$ cat src/rtl/sync_fifo_out.sv
// Read side of a synchronous FIFO: owns the read pointer and a one-word
// first-word-fall-through output register fed from an asynchronous memory read port.
module sync_fifo_out #(
  parameter int DATA_WIDTH = 16,
  parameter int ADDR_WIDTH = 4
) (
  input  logic                  clk_i,
  input  logic                  resetn_i,
  input  logic                  fifo_read_en_h_i,
  output logic [DATA_WIDTH-1:0] fifo_read_data_o,
  output logic                  fifo_empty_h_o,
  output logic [ADDR_WIDTH+1:0] fifo_level_o,
  output logic                  fifo_underflow_h_o,
  output logic                  fifo_ptr_err_h_o,
  input  logic [ADDR_WIDTH:0]   write_addr_i,
  output logic [ADDR_WIDTH:0]   read_addr_o,
  input  logic [DATA_WIDTH-1:0] read_data_i
);

  localparam int PTR_W = ADDR_WIDTH + 1;
  localparam int LVL_W = ADDR_WIDTH + 2;
  localparam int DEPTH = 1 << ADDR_WIDTH;

  logic [PTR_W-1:0]      rd_ptr_reg, rd_ptr_next;
  logic [DATA_WIDTH-1:0] out_data_reg, out_data_next;
  logic                  out_valid_reg, out_valid_next;
  logic                  underflow_reg, underflow_next;
  logic                  ptr_err_reg, ptr_err_next;

  logic [PTR_W-1:0] mem_count;
  logic             mem_empty;
  logic             pop;
  logic             load;
  logic             ptr_gap;

  // Words sitting in memory; the wrap bit makes the subtraction unambiguous.
  assign mem_count = write_addr_i - rd_ptr_reg;
  assign mem_empty = (write_addr_i == rd_ptr_reg);
  assign pop       = fifo_read_en_h_i & out_valid_reg;
  assign load      = ~mem_empty & (~out_valid_reg | pop);
  assign ptr_gap   = ({1'b0, mem_count} > LVL_W'(DEPTH));

  always_comb begin
    rd_ptr_next    = rd_ptr_reg;
    out_data_next  = out_data_reg;
    out_valid_next = out_valid_reg;
    if (load) begin
      out_data_next  = read_data_i;
      out_valid_next = 1'b1;
      rd_ptr_next    = rd_ptr_reg + PTR_W'(1);
    end else if (pop) begin
      out_valid_next = 1'b0;
    end
    underflow_next = underflow_reg | (fifo_read_en_h_i & ~out_valid_reg);
    ptr_err_next   = ptr_err_reg | ptr_gap;
  end

  always_ff @(posedge clk_i) begin
    if (!resetn_i) begin
      rd_ptr_reg    <= '0;
      out_data_reg  <= '0;
      out_valid_reg <= 1'b0;
      underflow_reg <= 1'b0;
      ptr_err_reg   <= 1'b0;
    end else begin
      rd_ptr_reg    <= rd_ptr_next;
      out_data_reg  <= out_data_next;
      out_valid_reg <= out_valid_next;
      underflow_reg <= underflow_next;
      ptr_err_reg   <= ptr_err_next;
    end
  end

  assign read_addr_o        = rd_ptr_reg;
  assign fifo_read_data_o   = out_data_reg;
  assign fifo_empty_h_o     = ~out_valid_reg;
  assign fifo_level_o       = {1'b0, mem_count} + LVL_W'(out_valid_reg);
  assign fifo_underflow_h_o = underflow_reg;
  assign fifo_ptr_err_h_o   = ptr_err_reg;

endmodule

$ cat config.mk
export PLATFORM = sky130hd
export DESIGN_NAME = sync_fifo_out
export DESIGN_NICKNAME = d
export VERILOG_FILES = /design/src/rtl/sync_fifo_out.sv
export SDC_FILE = /design/constraint.sdc
export NUM_CORES = 1
export LEC_CHECK = 0
export CAP_MARGIN = 20
export CORE_MARGIN = 4
export CORE_UTILIZATION = 41
export DETAILED_ROUTE_END_ITERATION = 10
export PLACE_DENSITY = 0.89
export SYNTH_ARGS = -nofsm -noshare
export SYNTH_HDL_FRONTEND = slang
export SYNTH_SLANG_ARGS = --single-unit
$ cat constraint.sdc
create_clock -name clk_i -period 2.4 [get_ports clk_i]
set_input_delay 0.36 -clock clk_i [delete_from_list [all_inputs] [get_ports clk_i]]
set_output_delay 0.36 -clock clk_i [all_outputs]
set_load 0.05 [all_outputs]
==> results of run 1 <==
[kinds of logic (layout without fill, tap and decap cells)]
family,Yosys count,in the layout
multiplexers,17,17
XOR/XNOR,7,7
buffers and inverters,11,73
AO/OA/AOI/OAI,13,13
adder cells (fa/ha/maj),8,8
flip-flops,24,24
AND/OR/NAND/NOR,37,37
[synth_stat cells, drive strengths merged, types with 3 or more instances]
library cell	number
nor2b	19
xor2	4
dfxtp	24
and2	3
mux2i	17
o21ai	3
inv	7
nand3b	3
a21oi	3
xnor2	3
ha	7
nor2	3
a21boi	4
[what timing repair did]
| action | CTS | global route |
|---|---|---|
| cloned | 0 | 0 |
| setup endpoints to repair | 5 | 4 |
| pin swaps | 9 | 5 |
| setup buffers | 2 | 2 |
| resized for setup | 19 | 5 |
[placed cells by master, fill, tap and decap left out, drive strengths merged, types with 2 or more instances in the layout]
master,count
clkdlybuf4s50,44
dfxtp,24
nor2b,19
mux2i,17
buf,15
inv,7
ha,7
xor2,4
clkbuf,4
a21boi,4
nand3b,3
dlygate4sd2,3
a21oi,3
nor2,3
o21ai,3
xnor2,3
and2,3
and3,2
or3,2
[report_power, final]
group	total, mW	switching [mW]	internal (mW)
combinational	0.699	0.369	0.330
clock	0.172	0.107	0.0647
sequential	0.452	0.0214	0.431
[worst max path at each step]
stage | from | end | slack (ns) | cells after the start
detailed placement | write_addr_i[0] | fifo_level_o[4] | -0.42 | 11
CTS | read_addr_o[0] | fifo_level_o[4] | -0.21 | 8
floorplan | read_addr_o[0] | fifo_level_o[5] | 0.004 | 7
finish | read_addr_o[0] | fifo_level_o[4] | -0.20 | 8
global placement | write_addr_i[0] | fifo_level_o[4] | -0.35 | 11
global route | read_addr_o[0] | fifo_level_o[4] | -0.28 | 8
[cell type report]
type	count	area share, %
clock buffers	4	1.30
multi-input cells	82	38.7
flip-flops and latches	24	24.0
well taps	31	1.91
repair buffers	62	32.8
inverters	7	1.30
[metrics by stage]
step                std cells  total power, mW  hold slack (ns)  utilization (%)  worst slack [ns]
floorplan                 117            0.831            0.488                -           0.00423
global placement          203             1.08            0.477             69.1            -0.348
detailed placement        203             1.10            0.493             69.1            -0.421
CTS                       209             1.32            0.524             72.9            -0.211
global route              210             1.40            0.567             73.5            -0.284
finish                    210             1.32            0.516             73.5            -0.199
[critical path, cell delays in order (launching register included)]
cell and delay (ns):
dfxtp_4 0.38, ha_4 0.13, inv_2 0.04, fa_2 0.56, ha_4 0.14, and2_4 0.14
nand3b_1 0.18, xnor2_4 0.22, buf_12 0.16
[routing by layer]
metal / track usage (%) / vias up
met2: 33.8 / 37
met4: 4.85 / 0
li1: - / 522
met1: 18.5 / 493
met3: 5.17 / 2
met5: 0 / -
==> impl_metrics.toml, run 1 <==
[synthesis]
post-synth-top-area-cell = "dfxtp_1"
synth_area_um2 = 1190
ys_top_cells_by_area = "dfxtp_1 40%, mux2i_1 14%, nor2b_1 10%, ha_1 7.4%, inv_1 2.2%"
synth_area_per_cell_um2 = 10.2
number_of_synthesized_flops_with_an_enable_pin = 0
yosysSeqAreaShare_pct = 40.4
synthDominantCellAreaShare_pct = 40.4
synth-simple-area-share_pct = 18.9
synth_compound_gate_area_share_pct = 7.26
synth_async_sr_flop_share_pct = 0
synth_cells = 117
post_synth_fa_ha_maj_area_fraction_pct = 9.05
yosys.cell_types.count = 30
synth_warnings = 0
post_synthesis_mux_area_share_pct = 14.3
main_flop_type_after_synthesis = "dfxtp_1"
main_combinational_cell_family_by_area_after_synthesis = "simple AND/OR/NAND/NOR gates"
synth-seq-cells = 24
postSynthNetCount = 149
post_synth_xor_xnor_area_pct = 5.79

[sta]
timing.slew.headroom_pct = 57.1
rsz0062_at_grt = "yes"
final-setup-viol-count = 3
fin_crit_ns = 2.60
report.final.hold_viol_count = 0
timing.fmax_ghz = 0.385
transition_time_of_the_tightest_slew_check_pin_ns = 0.642
final_min_period_over_clock_period_pct = 108
worst_clock_skew_ns = 0.00282
layout_setup_ws_ns = -0.199
final_max_slew_viol_count = 0
final.setup.tns_ns = -0.353

[floorplan]
die_h_um = 61.8
core-area_um2 = 2760
initial_utilization_pct = 43.1
row_count = 19
die_x_extent_um = 61.8
die_area_um2 = 3820
io_pins = 54

[worst_setup_path]
reg2reg_depth = 7
timing.critical_path.to_type = "output pin"
critPathLaunchType = "register"
critical_path.max_fanout = 2
worstReg2RegStart = "read_addr_o[0]"
setup_crit_path_kind = "register to output pin"
required_ns = 2.04
reg2reg_slack_ns = 0.26
r2r-end = "fifo_ptr_err_h_o"
critPathArrivalTime_ns = 2.24

[status]
outcome = "finished with violations"
violations = "negative setup slack"

[route]
met3WireLength_um = 221
routed_wirelength_um = 2980
drt_iter0_drc = 14
dr_wl_met2_um = 1570
via_per_inst = 5.02
route.detailed.drc = 0
route.vias.total = 1054
drt_pre_antenna_iters = 4
top_layer_used = "met4"
route.antenna.remaining_nets = 0
average_wire_per_standard_cell_um = 14.2
routedLengthMet1_um = 1170

[cts]
post_cts_hold_buffer_count = 0
tritoncts = "yes"
cts.sinks = 24
tritoncts.num_buffers = 3
ctsRootBufferMaster = "clkbuf_4"
clk_latency_ns = 0.30
htreeDepth = 1
clockBufferDepth = 2
cts.clk_slew.worst_paths_ns = 0.12

[power_and_ir_drop]
power.ir.vdd_worst_uv = 661
power_density_nw_per_um2 = 652
power_leakage_nw = 0.789

[place]
gp_congestion = 0.863
placed_cell_area_um2 = 1910
dp.final_hpwl_um = 2320
port_buffers = 53

[cells_and_area]
diodes = 0
final_design_area_no_fill_um2 = 2030
drive_above_1_share_pct = 22.9
multi_input_area_um2 = 785
ff_latch_area_um2 = 487
nFillCells = 201
syn2layout_area_growth_pct = 70.6
largest_register_ff_count = 16
fin_nets = 212

[min_path]
hp-start = "fifo_underflow_h_o"
holdPathEnd = "fifo_underflow_h_o"
number_of_instances_on_the_worst_hold_path = 2
hold_removal_path_class = "register to register"

[job]
drv.max_cap_violation_count = 0

[global_routing]
grt_pass1_wl_um = 5000
antenna_found_initial = 0
vias_in_the_first_global_route = 1156
grtUsageTotal_pct = 17.6
pin_count_of_the_biggest_net_entering_global_routing = 25
overall_overflow_remaining_after_global_route = 0
No activity file was read; power rests on OpenSTA's default activity.
==> run 2, diff against run 1 <==
- CTS_BUF_LIST: not set -> sky130_fd_sc_hd__clkbuf_16
==> run 2 against run 1 <==
  * The flow still finishes with violations (negative setup slack)
  * Hold slack lost 0.016 ns
  * Clock power increased by 100%
  * Non-clock buffer count shrank 1
  * Maximum frequency is 3.9% higher
  * Register-to-register slack gained 0.08 ns
  * Highest routed layer unchanged
==> impl_metrics.toml, run 2 (synthesized netlist as in run 1, its figures left out) <==
[status]
outcome = "finished with violations"
violations = "negative setup slack"

[cells_and_area]
largest_register_ff_count = 16
diodes = 0
most_common_cell_after_layout_fill_and_taps_aside = "clkdlybuf4s50_1"
drive_above_1_share_pct = 23.0
final_design_area_no_fill_um2 = 2070
layout_common_cells = "44 x clkdlybuf4s50_1, 21 x dfxtp_1, 18 x nor2b_1"
fin_util_pct = 75.1
nFillCells = 193
syn2layout_area_growth_pct = 74.3
fin_nets = 211

[floorplan]
die_x_extent_um = 61.8
row_count = 19
io_pins = 54
die_area_um2 = 3820
core-area_um2 = 2760
die_h_um = 61.8
initial_utilization_pct = 43.1

[global_routing]
met3_usage_pct = 5.79
pin_count_of_the_biggest_net_entering_global_routing = 25
overall_overflow_remaining_after_global_route = 0
global_route.peak_usage_layer = "met2"
antenna_found_initial = 0
grt_util_met1_pct = 19.1
gr-usage-met2_pct = 32.7
grtUsageTotal_pct = 18.3
vias_in_the_first_global_route = 1155
grt_pass1_wl_um = 5150

[route]
routed_wirelength_um = 3230
drt_pre_antenna_iters = 6
route.antenna.remaining_nets = 0
route.detailed.drc = 0
via_per_inst = 5.04
average_wire_per_standard_cell_um = 15.5
route.vias.total = 1053
drt_iter0_drc = 10

[cts]
cts.sinks = 24
tritoncts = "yes"
ctsRootBufferMaster = "clkbuf_16"
clk_latency_ns = 0.25
clockBufferDepth = 2
htreeDepth = 1
tritoncts.num_buffers = 3
post_cts_hold_buffer_count = 0
cts.clk_slew.worst_paths_ns = 0.06

[sta]
final-setup-viol-count = 1
rsz0062_at_grt = "yes"
timing.slew.headroom_pct = 56.6
timing.fmax_ghz = 0.400
transition_time_of_the_tightest_slew_check_pin_ns = 0.648
hold-worst-slack_ns = 0.500
final_min_period_over_clock_period_pct = 104
worst_clock_skew_ns = 0.00226
fin_crit_ns = 2.50
layout_setup_ws_ns = -0.101
final_max_slew_viol_count = 0
report.final.hold_viol_count = 0

[place]
port_buffers = 53
gp_congestion = 0.863
pre_cts_slack_ns = -0.421
dp.final_hpwl_um = 2320
placed_cell_area_um2 = 1910

[worst_setup_path]
critPathArrivalTime_ns = 2.14
setup_crit_path_kind = "register to output pin"
timing.critical_path.to_type = "output pin"
timing.critical_path.max_delay_family = "adder cells"
critical_path.max_fanout = 3
critPathBufInv = 3
required_ns = 2.04
cp_slowest_stage_delay_ns = 0.35
critPathLaunchType = "register"
crit_path_cell_trace = "ha_4, inv_2, fa_2, a21o_1, a21oi_2, xor2_2, buf_4, xnor2_4, buf_12"
timing.critical_path.slowest_stage_cell = "dfxtp_4"

[power_and_ir_drop]
total_design_power_mw = 1.49
seq_power_share_pct = 30.4
power_density_nw_per_um2 = 721
p_switching_uw = 522
power_switching_share_pct = 35.0
power.clock.fraction_pct = 23.4
cell_internal_pwr_uw = 972
power.ir.vdd_worst_uv = 644
p_comb_share_pct = 46.2
power_leakage_nw = 0.808

[job]
drv.max_cap_violation_count = 0

[min_path]
hold_removal_path_class = "register to register"
run 2: worst paths after layout:
check,slack [ns],depth (start not counted),to,start
worst max register to register,0.34,6,fifo_ptr_err_h_o,read_addr_o[0]
worst min-delay path,0.50,2,fifo_underflow_h_o,fifo_underflow_h_o
worst min register to register,0.50,2,fifo_underflow_h_o,fifo_underflow_h_o
worst max-delay path,-0.10,9,fifo_level_o[4],read_addr_o[0]
run 2: worst register-to-register path, stage by stage (launching register included):
cell     delay [ns]
dfxtp_4        0.35
ha_4           0.16
inv_2          0.05
fa_2           0.46
buf_4          0.16
or4_1          0.53
o221a_2        0.25
run 2: routing by layer:
layer,part of all wire (%),routed length [um]
met2,51,1650
met1,38,1230
met4,2.9,93
met5,0,0
met3,7.9,256
run 2: cell type report:
class	instances	area [um2]	share of cell area [%]
Multi-Input combinational cell	82	796	38.4
Timing Repair Buffer	61	643	31.0
Sequential cell	24	489	23.6
Clock buffer	3	75.1	3.62
Tap cell	31	38.8	1.87
Inverter	7	26.3	1.27
Clock inverter	1	3.75	0.181
run 2: repair_timing:
| item | CTS | global route |
|---|---|---|
| pin swaps | 7 | 4 |
| gates resized for setup | 19 | 6 |
| buffers inserted | 1 | 1 |
| setup endpoints to repair | 5 | 4 |
run 2: stage by stage:
stage / std cells / TNS [ns]
floorplan: 117 / 0
global placement: 203 / -1.31
detailed placement: 203 / -1.63
CTS: 208 / -0.135
global route: 209 / -0.310
finish: 209 / -0.101
run 2: power by group through the flow:
stage / clock network (mW) / registers [mW] / logic (mW)
2_1_floorplan: 0 / 0.563 / 0.268
3_3_place_gp: 0 / 0.461 / 0.621
3_5_place_dp: 0 / 0.464 / 0.634
4_1_cts: 0.354 / 0.454 / 0.670
5_1_grt: 0.377 / 0.459 / 0.729
6_report: 0.350 / 0.454 / 0.690
==> run 3, diff against run 2 <==
- GPL_ROUTABILITY_DRIVEN: not set -> 1
==> results of run 3 <==
Same layout as run 2: the final DEF is identical, and so are final timing and power.
